### config.mk
export PLATFORM = sky130hd
export DESIGN_NAME = watchdog_array
export DESIGN_NICKNAME = d
export VERILOG_FILES = /design/src/rtl/watchdog_array_pkg.sv /design/src/rtl/watchdog_channel.sv /design/src/rtl/watchdog_array.sv
export SDC_FILE = /design/constraint.sdc
export NUM_CORES = 1
export LEC_CHECK = 0
export ABC_CLOCK_PERIOD_IN_PS = 13550
export BUFFER_PORTS_ARGS = -buffer_cell sky130_fd_sc_hd__buf_2
export CAP_MARGIN = 30
export CORE_MARGIN = 5
export CORE_UTILIZATION = 45
export DETAILED_ROUTE_END_ITERATION = 10
export PLACE_DENSITY = 0.6
export REMOVE_ABC_BUFFERS = 1
export SYNTH_ARGS = -nofsm -noshare
export SYNTH_HDL_FRONTEND = slang
export SYNTH_SLANG_ARGS = --single-unit
export TNS_END_PERCENT = 30
### constraint.sdc
create_clock -name clk -period 13.55 [get_ports clk]
set_clock_uncertainty 0.1 [all_clocks]
set_input_delay 2.0325 -clock clk [delete_from_list [all_inputs] [get_ports clk]]
set_output_delay 2.0325 -clock clk [all_outputs]
set_load 0.1 [all_outputs]
### src/rtl/watchdog_array_pkg.sv
// watchdog_array_pkg: width helpers shared by the watchdog array and its bench
package watchdog_array_pkg;
  function automatic int unsigned wd_clog2(input int unsigned n);
    for (int unsigned r = 0; r < 32; r++)
      if ((32'd1 << r) >= n) return r;
    return 32;
  endfunction
  function automatic int unsigned wd_bkt_w(input int unsigned nb);
    return wd_clog2(nb);
  endfunction
  function automatic int unsigned wd_chan_w(input int unsigned n);
    return (wd_clog2(n) < 1) ? 1 : wd_clog2(n);
  endfunction
endpackage

### src/rtl/watchdog_channel.sv
// watchdog_channel: one programmable expiry timer with wrapping bucket index
module watchdog_channel #(
  parameter int TW = 32,
  parameter logic [TW-1:0] DEF = '1,
  parameter int NB = 8,
  parameter int BW = 3,
  parameter int CH = 0
) (
  input  logic          clk,
  input  logic          reset,
  input  logic          enable,
  input  logic          oneshot,
  input  logic          kick,
  input  logic          wr,
  input  logic [TW-1:0] cfg_limit,
  output logic          update,
  output logic [BW-1:0] bucket,
  output logic          expired
);
  logic [TW-1:0] cnt_q, cnt_d, lim_q, lim_d;
  logic [BW-1:0] bkt_q, bkt_d;
  logic          exp_q, exp_d, upd_q, upd_d;
  logic          clr, hold, term;
  always_comb begin
    clr   = wr || kick;
    hold  = !enable || exp_q || (lim_q == '0);
    term  = cnt_q == lim_q - TW'(1);
    upd_d = !clr && !hold && term;
    lim_d = wr ? cfg_limit : lim_q;
    cnt_d = clr ? '0 : hold ? cnt_q : term ? '0 : cnt_q + TW'(1);
    bkt_d = !upd_d ? bkt_q : (bkt_q == BW'(NB - 1)) ? '0 : bkt_q + BW'(1);
    exp_d = clr ? 1'b0 : (upd_d && oneshot) ? 1'b1 : exp_q;
  end
  always_ff @(posedge clk or posedge reset) begin
    if (reset) begin
      cnt_q <= '0;
      lim_q <= DEF;
      bkt_q <= '0;
      exp_q <= 1'b0;
      upd_q <= 1'b0;
    end else begin
      cnt_q <= cnt_d;
      lim_q <= lim_d;
      bkt_q <= bkt_d;
      exp_q <= exp_d;
      upd_q <= upd_d;
    end
  end
`ifndef SYNTHESIS
  always @(posedge clk) if (!reset && upd_d && !upd_q) $display("watchdog ch%0d update", CH);
`endif
  assign update  = upd_q;
  assign bucket  = bkt_q;
  assign expired = exp_q;
endmodule

### src/rtl/watchdog_array.sv
// watchdog_array: NUM_CHANNELS independent update timers sharing one limit-write bus
module watchdog_array
  import watchdog_array_pkg::*;
#(
  parameter int          NUM_CHANNELS  = 4,
  parameter int          TIMER_WIDTH   = 32,
  parameter logic [31:0] DEFAULT_LIMIT = 32'h3fff_ffff,
  parameter int          NUM_BUCKETS   = 8,
  localparam int         BKT_W         = wd_bkt_w(NUM_BUCKETS),
  localparam int         CHAN_W        = wd_chan_w(NUM_CHANNELS)
) (
  input  logic                            clk,
  input  logic                            reset,
  input  logic [NUM_CHANNELS-1:0]         enable,
  input  logic [NUM_CHANNELS-1:0]         oneshot,
  input  logic [NUM_CHANNELS-1:0]         kick,
  input  logic                            cfg_wr,
  input  logic [CHAN_W-1:0]               cfg_chan,
  input  logic [TIMER_WIDTH-1:0]          cfg_limit,
  output logic [NUM_CHANNELS-1:0]         update,
  output logic [NUM_CHANNELS*BKT_W-1:0]   bucket_idx,
  output logic [NUM_CHANNELS-1:0]         expired
);
  genvar i;
  generate
    for (i = 0; i < NUM_CHANNELS; i++) begin : g_ch
      watchdog_channel #(
        .TW (TIMER_WIDTH),
        .DEF(TIMER_WIDTH'(DEFAULT_LIMIT)),
        .NB (NUM_BUCKETS),
        .BW (BKT_W),
        .CH (i)
      ) u_ch (
        .clk      (clk),
        .reset    (reset),
        .enable   (enable[i]),
        .oneshot  (oneshot[i]),
        .kick     (kick[i]),
        .wr       (cfg_wr && (cfg_chan == CHAN_W'(i))),
        .cfg_limit(cfg_limit),
        .update   (update[i]),
        .bucket   (bucket_idx[i*BKT_W +: BKT_W]),
        .expired  (expired[i])
      );
    end
  endgenerate
endmodule

# After elaboration in Yosys (flattened, before gate mapping)
# Cells that the tools add are included.
[word_totals] reg_bits=276 in_bits=49 out_inout_bits=20 elab_cells=120
[classes] n_addsub=12 n_eq_ne=15 muxes=24 n_reduce_logical=49
[ops] op="$mux 32" count=12
[ops] op="$add 32x1->32 const B" count=4
[ops] op="$eq 32x32->1" count=4
[ops] op="$logic_not 32->1" count=4
[ops] op="$sub 32x1->32 const B" count=4
[ops] op="$logic_and 1x1->1" count=16
[ops] op="$add 3x1->3 const B" count=4
[ops] op="$eq 3x3->1 const B" count=4
[ops] op="$logic_not 1->1" count=12
[ops] op="$logic_or 1x1->1" count=12
[ops] op="$mux 3" count=4
[ops] op="$mux 1" count=8
[ops] op="$ne 2x1->1 const B" count=4
[ops] op="$reduce_bool 2->1" count=4
[ops] op="$eq 2x2->1 const B" count=2
[ops] op="$eq 2x1->1 const B" count=1
[ops] op="$logic_not 2->1" count=1

# Longest topological paths before layout
[logic_depth] ltp_word=9 ltp_mapped=14 mapped_depth_nobuf=11

# Cells and area by module
# From an unflattened synthesis, not the netlist that was laid out.
[hier_totals] cells_unflattened=1997 hier_area_um2=18431.4
[modules_own_cells] module="watchdog_channel (g_ch[0].u_ch ...)" instances=3 cells_each=505 area_per_inst_um2=4643.2 seq_area_each_um2=1764.2
[modules_own_cells] module="watchdog_channel (g_ch[3].u_ch)" instances=1 cells_each=478 area_per_inst_um2=4464.3 seq_area_each_um2=1764.2
[modules_own_cells] module="watchdog_array" instances=1 cells_each=4 area_per_inst_um2=37.5 seq_area_each_um2=0.0

# Worst setup path after synthesis
# OpenSTA, ideal clock, no wires.
[synth_path] path_kind="input port to flip-flop" start="in cfg_wr" end="reg g_ch[0].u_ch.cnt_q[17]" setup_time_ns=0.079 t_arrival_ns=3.731 slack_ns=9.639 path_stages=9 path_buffers=4 path_cell_list="nor3b_1 -> clkbuf_1 -> nor2_1 -> and2_1 -> clkbuf_1 -> clkbuf_1 -> clkbuf_1 -> nand3_1 -> mux2i_1"
[synth_between] elab_chain_len=3
[synth_rtl] element="from (decl)" line="watchdog_array.sv:17" text="input logic cfg_wr,"
[synth_rtl] element="$logic_and 1x1->1 *" line="watchdog_array.sv:39" text=".wr (cfg_wr && (cfg_chan == CHAN_W'(i))),"
[synth_rtl] element="$logic_or 1x1->1 *" line="watchdog_channel.sv:25" text="clr = wr || kick;"
[synth_rtl] element="$ne 2x1->1 (no line) / $mux 32 (equally long branches)"
[synth_rtl] element="to (signal assigned)" line="watchdog_channel.sv:42" text="cnt_q <= cnt_d;"
[synth_rtl] element="to (decl)" line="watchdog_channel.sv:20" text="logic [TW-1:0] cnt_q, cnt_d, lim_q, lim_d;"
# Mark *: on every way between the ends. The rest lies on a longest branch, timed or not.
# A chain may end at the register's enable or synchronous reset.

# Worst setup path after layout
[layout_path] start="reg g_ch[2].u_ch.lim_q[0]" end="reg g_ch[2].u_ch.bkt_q[1]"
[layout_between] elab_chain_len=5
[layout_rtl] element="from (decl)" line="watchdog_channel.sv:20"
[layout_rtl] element="from (signal assigned)" line="watchdog_channel.sv:43" text="lim_q <= lim_d;"
[layout_rtl] element="branches (longest 4 deep; another with $sub 32x1->32)"
[layout_rtl] element="$logic_and 1x1->1 *" line="watchdog_channel.sv:28" text="upd_d = !clr && !hold && term;"
[layout_rtl] element="to (signal assigned)" line="watchdog_channel.sv:44" text="bkt_q <= bkt_d;"
[layout_rtl] element="to (decl)" line="watchdog_channel.sv:21" text="logic [BW-1:0] bkt_q, bkt_d;"
# Mark *: on every way between the ends.

==> reports/summary.txt <==
Fmax: 221 MHz
CP arrival: 4880 ps
Vias in the first global route: 14100
Yosys cell types: 85
First-pass GRT wire length: 78300 um
Status: completed
Share of layout cells above drive strength 1: 20.6%
Setup repair bufs after CTS: 0
Synth-to-Final Area Change: 10.2%
Crit start category: flop
Die area: 0.0438 mm^2
First-pass detailed-route iteration total: 5
Most used flip-flop cell after synthesis: dfrtp_1
Synth warn: 0
H-tree lvl count: 1
# port buffers: 68
Synth area leader: dfrtp_1
Share of the synthesized area in the top cell type: 21.8%
Sw power: 711 uW
Final min period: 4520 ps
CTS Hold Bufs: 0
Commonest cells after routing, fill and taps aside: 263 x nand2_1, 156 x dfrtp_1, 128 x nor2_1, 120 x dfstp_2, 118 x nand3_1
CP Cell Sequence: inv_1, ha_1, or3b_1, nor4b_4, nand2_1, nor3_1, o21ai_1, or4_1, or4_1, nor2_4, mux2_2
Pwr dens: 122 mW/mm^2
Area of the multi-input gates: 0.0102 mm^2
Grt total ovfl: 0
Root Buffer: clkbuf_16
CP Capture Type: flop
Die W: 209 um
Vias/cell: 5.89
TritonCTS Buffers: 31
Dpl ws: 8950 ps
Flop and latch count out of synthesis: 276
Synth area leaders: dfrtp_1 22%, dfstp_2 18%, mux2_2 6.6%
Crit Path Class: reg -> reg
Initial DRC count: 1053
Core ar.: 0.0395 mm^2
Sw Share: 29.6%
Comb pwr share: 17.5%
Compound-cell area share of the yosys netlist: 10.9%
Post-layout net count: 2060
RSZ-0062 raised after global routing: no
Setup ws final: 9030 ps
CTS Sinks: 276
CP top delay family: simple AND/OR/NAND/NOR gates
Proportion of synthesized area in mux cells: 8.25%
Filler Cell Count: 3680
FF+latch area: 0.00706 mm^2
GRT Util Overall: 21.6%
GPL Wtd Cong: 0.905
Worst-skew pair later-pin latency: 580 ps
Post-Syn Area per Cell: 8.99 um^2
Most frequent cell on the critical path: or4_1
Number of I/O pins: 69
Setup TNS: 0 ps
Critical path peak fanout: 26
DRT antenna net count: 0
Worst VDD drop: 95.0 uV
Sequential power share: 44.5%
Post-synthesis xor/xnor area fraction: 9.50%
Antenna violations before repair: 2
Via count: 15000
DRC errors left: 0
Max-slew headroom: 32.3%
Cell row count: 73
CTS tree: yes
Slowest stage delay, CP: 950 ps
LEAKAGE: 0.00774 uW
Die H: 209 um
Clock power frac: 38.0%
Fin. max-slew vios: 0
Final Hold Vio Count: 0
Max Cap Violations: 0
Internal power: 1690 uW
Largest family of logic cells by synthesized area: simple AND/OR/NAND/NOR gates
Hold WC Path Type: reg -> reg
Largest net degree at the start of global routing: 150
Post-synth EDFFs: 0
Post-Synth Simple-Gate Area: 27.2%
Clock-pin slew on the worst setup and hold paths: 60 ps
Ys async rst share: 100%
CP max stage cell: or4_1
CTS resizes: 0
Cells after Synth: 1990
Initial core utilization: 45.2%
Post-DP HPWL: 34400 um
Most common cell after layout, fill and taps aside: nand2_1
DR WL/cell: 19.0 um
Final setup fails: 0
WP buf/inv: 1
Worst-margin pin slew: 1010 ps
CTS max path bufs: 3
Wirelength, routed: 48300 um
Sequential area share after synthesis: 39.5%
Fin crit share: 33.4%
Critical Path RT: 13910 ps
Post-Syn Area: 0.0179 mm^2
Adder-Cell Fraction of Synth Area: 1.12%
[layer usage]
layer	part of all wire (%)	GRT usage (%)	up-vias	wire length (um)
met5	0.017	0	-	8
met4	2.8	5.78	2	1350
met3	4.7	2.81	76	2280
met2	46	34.2	321	22000
met1	47	31.5	7363	22600
li1	-	-	7222	-
[area by class of cell]
type | count | share of cell area, %
multi-input cells | 1562 | 51.8
flip-flops and latches | 276 | 35.8
clock buffers | 41 | 4.87
well taps | 525 | 3.33
repair buffers | 85 | 2.54
clock inverters | 16 | 0.819
inverters | 39 | 0.781
diodes | 1 | 0.0127
[state kept, by name (all words and copies together), names as in the netlist]
name and flops:
g_ch.u_ch.cnt_q 128, g_ch.u_ch.lim_q 128, g_ch.u_ch.bucket 12, g_ch.u_ch.expired 4, g_ch.u_ch.update 4
[cells by family after synthesis]
group                    Yosys count
AO/OA/AOI/OAI                    282
XOR/XNOR                         194
adder cells (fa/ha/maj)           16
buffers and inverters            152
flip-flops                       276
multiplexers                     133
AND/OR/NAND/NOR                  937
[worst reg2reg max path, stage by stage (launching register included)]
cell and delay (ps):
dfstp_2 400, inv_1 60, ha_1 180, or3b_1 470, nor4b_4 540, nand2_1 220, nor3_1 250, o21ai_1 100
or4_1 500, or4_1 950, nor2_4 290, mux2_2 350
[power groups by stage]
stage               Clock [uW]  Sequential (uW)  Combinational (uW)
global route               971             1090                 469
global placement             0             1080                 409
finish                     913             1070                 421
detailed placement           0             1080                 418
floorplan                    0             1040                 324
CTS                        939             1070                 421
[synth_stat cells (26+ instances only)]
cell type,count
dfrtp_1,156
inv_1,39
nand4_1,54
or3_1,33
clkbuf_1,85
or4_1,34
xnor2_1,104
o21ai_0,65
nor3_1,83
nand3_1,118
dfstp_2,120
and3_1,27
nor4_1,53
a21oi_1,35
nor2_1,129
a31oi_1,26
xor2_1,90
mux2_2,105
mux2i_1,27
nand2_1,263
[per-stage QoR]
step	total power (uW)	std cells	utilization (%)	area (um^2)	hold slack, ps
floorplan	1360	1877	-	17400	350
global placement	1490	2486	46.9	18600	365
detailed placement	1500	2486	46.9	18600	367
CTS	2430	2543	49.7	19700	377
global route	2530	2544	49.8	19700	402
finish	2400	2545	49.8	19700	376
[path summary, 6_finish.rpt]
check                                  startpoint                     end  slack, ps  cells past startpoint
max                         g_ch[2].u_ch.lim_q[0]  g_ch[2].u_ch.bucket[1]       9030                     11
min                        g_ch[1].u_ch.lim_q[15]  g_ch[1].u_ch.lim_q[15]        380                      2
max reg2reg                 g_ch[2].u_ch.lim_q[0]  g_ch[2].u_ch.bucket[1]       9030                     11
min reg2reg                g_ch[1].u_ch.lim_q[15]  g_ch[1].u_ch.lim_q[15]        380                      2
max in group asynchronous                   reset   g_ch[0].u_ch.cnt_q[6]      10550                      4
min in group asynchronous                   reset  g_ch[2].u_ch.cnt_q[31]       1230                      2
No activity file was read; power rests on OpenSTA's default activity.
